$ cat src/rtl/apb_wrr_arbiter.sv
// -----------------------------------------------------------------------------
// apb_wrr_arbiter
//
// Weighted round-robin arbiter that shares one APB slave port between
// NUM_APB_MASTERS requesters. It produces a one-hot grant that drives the
// select of the APB master mux. The grant is held for a whole APB transfer
// (SETUP + ACCESS) and released on completion. A granted master may complete
// up to its programmed weight of back-to-back transfers before priority
// rotates to the next requester. There is always at least one idle cycle
// between two grants.
//
// Optional feature: define APB_ARB_TIMEOUT_EN to enable a per-grant watchdog.
// The watchdog aborts a grant that has not completed after TIMEOUT_CYCLES
// cycles and pulses timeout_o. Without the macro there is no watchdog, a
// grant holds indefinitely, and timeout_o is tied to 0.
//
// Ports:
//   PCLK         in   clock, all logic on the rising edge
//   PRESET       in   synchronous active-high reset
//   req_i        in   per-master request (master PSEL)
//   weight_i     in   packed per-master weights, master i at
//                     [i*WEIGHT_WIDTH +: WEIGHT_WIDTH]; sampled at grant time
//   xfer_done_i  in   completion of the granted transfer
//                     (PSEL_m & PENABLE_m & PREADY_m)
//   gnt_o        out  one-hot grant, all-zero when idle
//   gnt_idx_o    out  binary index of the granted master, 0 when idle
//   gnt_valid_o  out  OR of gnt_o
//   timeout_o    out  one-cycle pulse on watchdog abort
// -----------------------------------------------------------------------------
module apb_wrr_arbiter #(
    parameter int NUM_APB_MASTERS = 16,
    parameter int WEIGHT_WIDTH    = 4,
    parameter int TIMEOUT_CYCLES  = 256
) (
    input  logic                                    PCLK,
    input  logic                                    PRESET,
    input  logic [NUM_APB_MASTERS-1:0]              req_i,
    input  logic [NUM_APB_MASTERS*WEIGHT_WIDTH-1:0] weight_i,
    input  logic                                    xfer_done_i,
    output logic [NUM_APB_MASTERS-1:0]              gnt_o,
    output logic [$clog2(NUM_APB_MASTERS)-1:0]      gnt_idx_o,
    output logic                                    gnt_valid_o,
    output logic                                    timeout_o
);

    localparam int IDX_W = $clog2(NUM_APB_MASTERS);

    if (NUM_APB_MASTERS < 2) begin : g_bad_masters
        $error("apb_wrr_arbiter: NUM_APB_MASTERS must be at least 2");
    end
    if (TIMEOUT_CYCLES < 2) begin : g_bad_timeout
        $error("apb_wrr_arbiter: TIMEOUT_CYCLES must be at least 2");
    end

    typedef enum logic {IDLE, GRANT} state_t;

    state_t                  state, state_nxt;
    logic [IDX_W-1:0]        ptr, ptr_nxt;
    logic [IDX_W-1:0]        last, last_nxt;
    logic [WEIGHT_WIDTH-1:0] credit, credit_nxt;

`ifdef APB_ARB_TIMEOUT_EN
    localparam int WD_W = $clog2(TIMEOUT_CYCLES);
    logic [WD_W-1:0] watchdog, watchdog_nxt;
    logic            timeout_q, timeout_nxt;
`endif

    // First requester found scanning start, start+1, ... modulo the master
    // count. Scanning downwards lets the smallest offset overwrite the others.
    function automatic logic [IDX_W-1:0] rr_pick(
        input logic [NUM_APB_MASTERS-1:0] req,
        input logic [IDX_W-1:0]           start
    );
        logic [IDX_W-1:0] pick;
        int               cand;
        pick = start;
        for (int i = NUM_APB_MASTERS - 1; i >= 0; i--) begin
            cand = (int'(start) + i) % NUM_APB_MASTERS;
            if (req[cand]) pick = IDX_W'(cand);
        end
        return pick;
    endfunction

    logic [IDX_W-1:0]        winner;
    logic [IDX_W-1:0]        winner_next_ptr;
    logic [WEIGHT_WIDTH-1:0] winner_weight;
    logic [WEIGHT_WIDTH-1:0] winner_credit;

    always_comb begin
        winner          = rr_pick(req_i, ptr);
        winner_next_ptr = IDX_W'((int'(winner) + 1) % NUM_APB_MASTERS);
        winner_weight   = weight_i[int'(winner)*WEIGHT_WIDTH +: WEIGHT_WIDTH];
        // A weight of 0 behaves as 1, so the remaining credit is 0 either way.
        winner_credit   = (winner_weight == '0) ? '0 : winner_weight - 1'b1;
    end

    // State register.
    // NOTE: sequential state uses non-blocking assignments so every register
    // samples the values from before the clock edge, independent of order.
    always_ff @(posedge PCLK) begin
        if (PRESET) begin
            state     <= IDLE;
            ptr       <= '0;
            last      <= '0;
            credit    <= '0;
`ifdef APB_ARB_TIMEOUT_EN
            watchdog  <= '0;
            timeout_q <= 1'b0;
`endif
        end else begin
            state     <= state_nxt;
            ptr       <= ptr_nxt;
            last      <= last_nxt;
            credit    <= credit_nxt;
`ifdef APB_ARB_TIMEOUT_EN
            watchdog  <= watchdog_nxt;
            timeout_q <= timeout_nxt;
`endif
        end
    end

    // Next-state logic.
    // NOTE: every signal gets a default before the case so that no path
    // leaves it unassigned, which would otherwise infer a latch.
    always_comb begin
        state_nxt  = state;
        ptr_nxt    = ptr;
        last_nxt   = last;
        credit_nxt = credit;
`ifdef APB_ARB_TIMEOUT_EN
        watchdog_nxt = '0;
        timeout_nxt  = 1'b0;
`endif
        case (state)
            IDLE: begin
                if (credit != '0 && req_i[last]) begin
                    // Same master continues its weighted burst; ptr is already past it.
                    state_nxt  = GRANT;
                    credit_nxt = credit - 1'b1;
                end else if (|req_i) begin
                    state_nxt  = GRANT;
                    last_nxt   = winner;
                    ptr_nxt    = winner_next_ptr;
                    credit_nxt = winner_credit;
                end else begin
                    credit_nxt = '0;
                end
            end
            GRANT: begin
                if (xfer_done_i) begin
                    // Normal completion keeps the credit for a possible regrant.
                    state_nxt = IDLE;
                end else if (!req_i[last]) begin
                    // Master abandoned its request: end the burst.
                    state_nxt  = IDLE;
                    credit_nxt = '0;
                end
`ifdef APB_ARB_TIMEOUT_EN
                else if (watchdog == WD_W'(TIMEOUT_CYCLES - 1)) begin
                    state_nxt   = IDLE;
                    credit_nxt  = '0;
                    timeout_nxt = 1'b1;
                end else begin
                    watchdog_nxt = watchdog + 1'b1;
                end
`endif
            end
        endcase
    end

    // Outputs decode registered state only, so inputs never reach them
    // combinationally.
    always_comb begin
        gnt_o       = '0;
        gnt_idx_o   = '0;
        gnt_valid_o = 1'b0;
        if (state == GRANT) begin
            gnt_o[last] = 1'b1;
            gnt_idx_o   = last;
            gnt_valid_o = 1'b1;
        end
    end

`ifdef APB_ARB_TIMEOUT_EN
    assign timeout_o = timeout_q;
`else
    assign timeout_o = 1'b0;
`endif

endmodule
$ cat config.mk
export PLATFORM = sky130hd
export DESIGN_NAME = apb_wrr_arbiter
export DESIGN_NICKNAME = d
export VERILOG_FILES = /design/src/rtl/apb_wrr_arbiter.sv
export SDC_FILE = /design/constraint.sdc
export NUM_CORES = 1
export LEC_CHECK = 0
export ABC_CLOCK_PERIOD_IN_PS = 8790
export CORE_AREA = 2 2 114 116
export CTS_CLUSTER_SIZE = 10
export DETAILED_ROUTE_END_ITERATION = 6
export DIE_AREA = 0 0 116 118
export PLACE_DENSITY = 0.63
export SLEW_MARGIN = 20
export SYNTH_ARGS = -nofsm -noshare
export SYNTH_HDL_FRONTEND = slang
export SYNTH_SLANG_ARGS = --single-unit
$ cat constraint.sdc
create_clock -name PCLK -period 8.79 [get_ports PCLK]
set_input_delay 0.879 -clock PCLK [delete_from_list [all_inputs] [get_ports PCLK]]
set_output_delay 0.879 -clock PCLK [all_outputs]
set_load 0.02 [all_outputs]
==> impl_results.md <==
* Outcome: finished clean
* Fin util at 0.438
* Skew final at 4.73 ps
* Crit Path Category: reg -> reg
* Max Root-Sink Buffers at 2
* # resized after CTS at 0
* Number of synthesized flops with an enable pin at 0
* Largest net degree at the start of global routing at 30
* Fmax at 168 MHz
* Layout net count at 689
* Final Cell Area at 5440 um2
* RSZ-0062 raised after global routing: false
* Synth Flop Type: dfxtp_1
* Post-CTS Setup Inserts at 0
* Synth area leaders: mux4_2 (21%), mux2i_1 (9.0%), nand2_1 (6.3%)
* First-pass iteration count of the detailed router at 5
* Library cells used by synthesis at 75
* Initial antenna violation count at 0
* Grt ovf at 0
* Placed Area at 5340 um2
* Mapped Area at 4250 um2
* ANT nets after route at 0
* Share of layout cells above drive strength 1 at 0.152
* P&R area growth vs syn at 28.0%
* CP startpoint kind: flip-flop
* CTS buffer count at 3
* Worst Path Arrival at 6070 ps
* Slew HR at 0.318
* Sum Neg Setup Slack at 0 ps
* Syn avg cell area at 8.21 um2
* Cell leakage power at 1.93 nW
* WHS at 576 ps
* DPL Wire Length at 11,300 um
* Syn Nets at 611
* Via/cell ratio at 6.12
* Clock-pin slew on the worst setup and hold paths at 50 ps
* Hold buffer count at cts at 0
* CTS tree: built
* Clock latency on the worst-skew pair at 240 ps
* Global-route wire length before repair at 23,800 um
* Top-count cell post-synth: nand2_1
* Pwr/cell area at 415 nW/um2
* Initial DRC Count at 413
* Worst hold path class: reg -> reg
* Sequential area share after synthesis at 0.0613
* Cells after DPL at 762
* Min Tclk post-route at 5970 ps
* DIE HEIGHT at 118 um
* Final Max Tran Viols at 0
* Clock Tree Root: clkbuf_16
* Final Non-Filler Cells at 766
* Core area at 12,400 um2
* Measured slew at the worst slew-check pin at 1020 ps
* Period Utilization, post-route at 0.679
* Port Buffers at 103
* Via count at 4,686
* Async set or reset register ratio after synthesis at 0
* Ys Warns at 0
* Final Hold Vio Count at 0
* Routed WL at 14,800 um
* Cell taking the most area after synthesis: mux4_2
* Die X at 116 um
* Final setup vio count at 0
* Inserted Diodes at 0
* Required time worst endpoint at 8890 ps
* Area of the die at 13,700 um2
* CP max FO at 27
* VDD IR-drop max at 0.000152 V
* Gpl congestion at 0.939
* Vias in the first global route at 4,492
* # rows at 41
* Synthesized flop and latch total at 13
* Synthesized instance count at 517
* Max-cap viol count at 0
* # IOs at 105
* H-tree Lvls at 1
* Effective utilization at floorplan at 0.342
* GRT Total Usage at 0.214
* WL/cell at 19.3 um
* # clock sinks at 13
* Top cells by count, synth: nand2_1 (71), nor2_1 (50), mux4_2 (40)
* Worst setup EP type: flip-flop
* DRC errors left at 0
* Synth top area share at 0.212
## power breakdown
part           switching (mW)  internal (mW)  total (mW)  leakage, nW
sequential             0.0299         0.0812       0.111        0.107
clock                  0.0253         0.0612      0.0865       0.0382
combinational            1.20          0.860        2.06         1.78
## sequential cells by signal, summed over array words and instances, names as in the netlist
register  cells
ptr           4
credit        4
last          4
state         1
## metal layers
metal / up-vias / wire length [um] / GRT usage
li1: 2145 / - / -
met1: 2290 / 6290 / 0.299
met2: 226 / 7230 / 0.355
met3: 25 / 1010 / 0.0206
met4: 0 / 242 / 0.0513
met5: - / 0 / 0
## placed cells by master, fill, tap and decap left out, types with 10 or more instances in the layout
master / n
inv_1: 13
clkdlybuf4s50_1: 103
nor2_1: 50
dfxtp_1: 13
a21oi_1: 18
ha_1: 11
o21ai_0: 13
mux2_2: 16
nand2_1: 71
nand2b_1: 10
mux4_2: 40
o22ai_1: 31
mux2i_1: 38
nor3_1: 19
## cell families after synthesis
kind of cell	Yosys count	synth area share
buf+inv	52	0.0613
fa+ha+maj	11	0.0324
simple gates	191	0.210
other cells	1	0.000883
flops	13	0.0613
compound gates	133	0.224
xor+xnor	15	0.0362
mux	101	0.374
## per-stage QoR
step,setup slack (ps),power (mW)
after floorplan,3810,1.73
after global placement,2710,2.09
after detailed placement,2420,2.12
after CTS,2430,2.21
after global routing,2410,2.45
final,2820,2.26
## worst paths after layout
kind	start	endpoint	slack, ps	cells past startpoint
max	ptr[1]$_SDFFE_PP0P_	credit[0]$_SDFFE_PP0P_	2820	15
min	last[2]$_SDFFE_PP0P_	last[2]$_SDFFE_PP0P_	580	2
max reg2reg	ptr[1]$_SDFFE_PP0P_	credit[0]$_SDFFE_PP0P_	2820	15
min reg2reg	last[2]$_SDFFE_PP0P_	last[2]$_SDFFE_PP0P_	580	2
## critical path, stage by stage, from the launching register on
cell and delay [ps]:
dfxtp_1 300, buf_4 320, inv_2 190, ha_1 1010
mux4_2 690, mux4_2 610, a31oi_4 660, and4_1 750
o22ai_1 200, o22ai_1 270, nor3_1 80, a21o_1 190
inv_1 50, ha_1 200, and3_1 190, o32ai_1 80
## final cells by class
class                           instances  area (um2)
Inverter                               18        67.6
Multi-Input combinational cell        452        3750
Tap cell                              172         215
Clock buffer                            4        78.8
Timing Repair Buffer                  107        1060
Sequential cell                        13         260
Fill cell                            1280        6980
(Power assumes the default switching activity.)
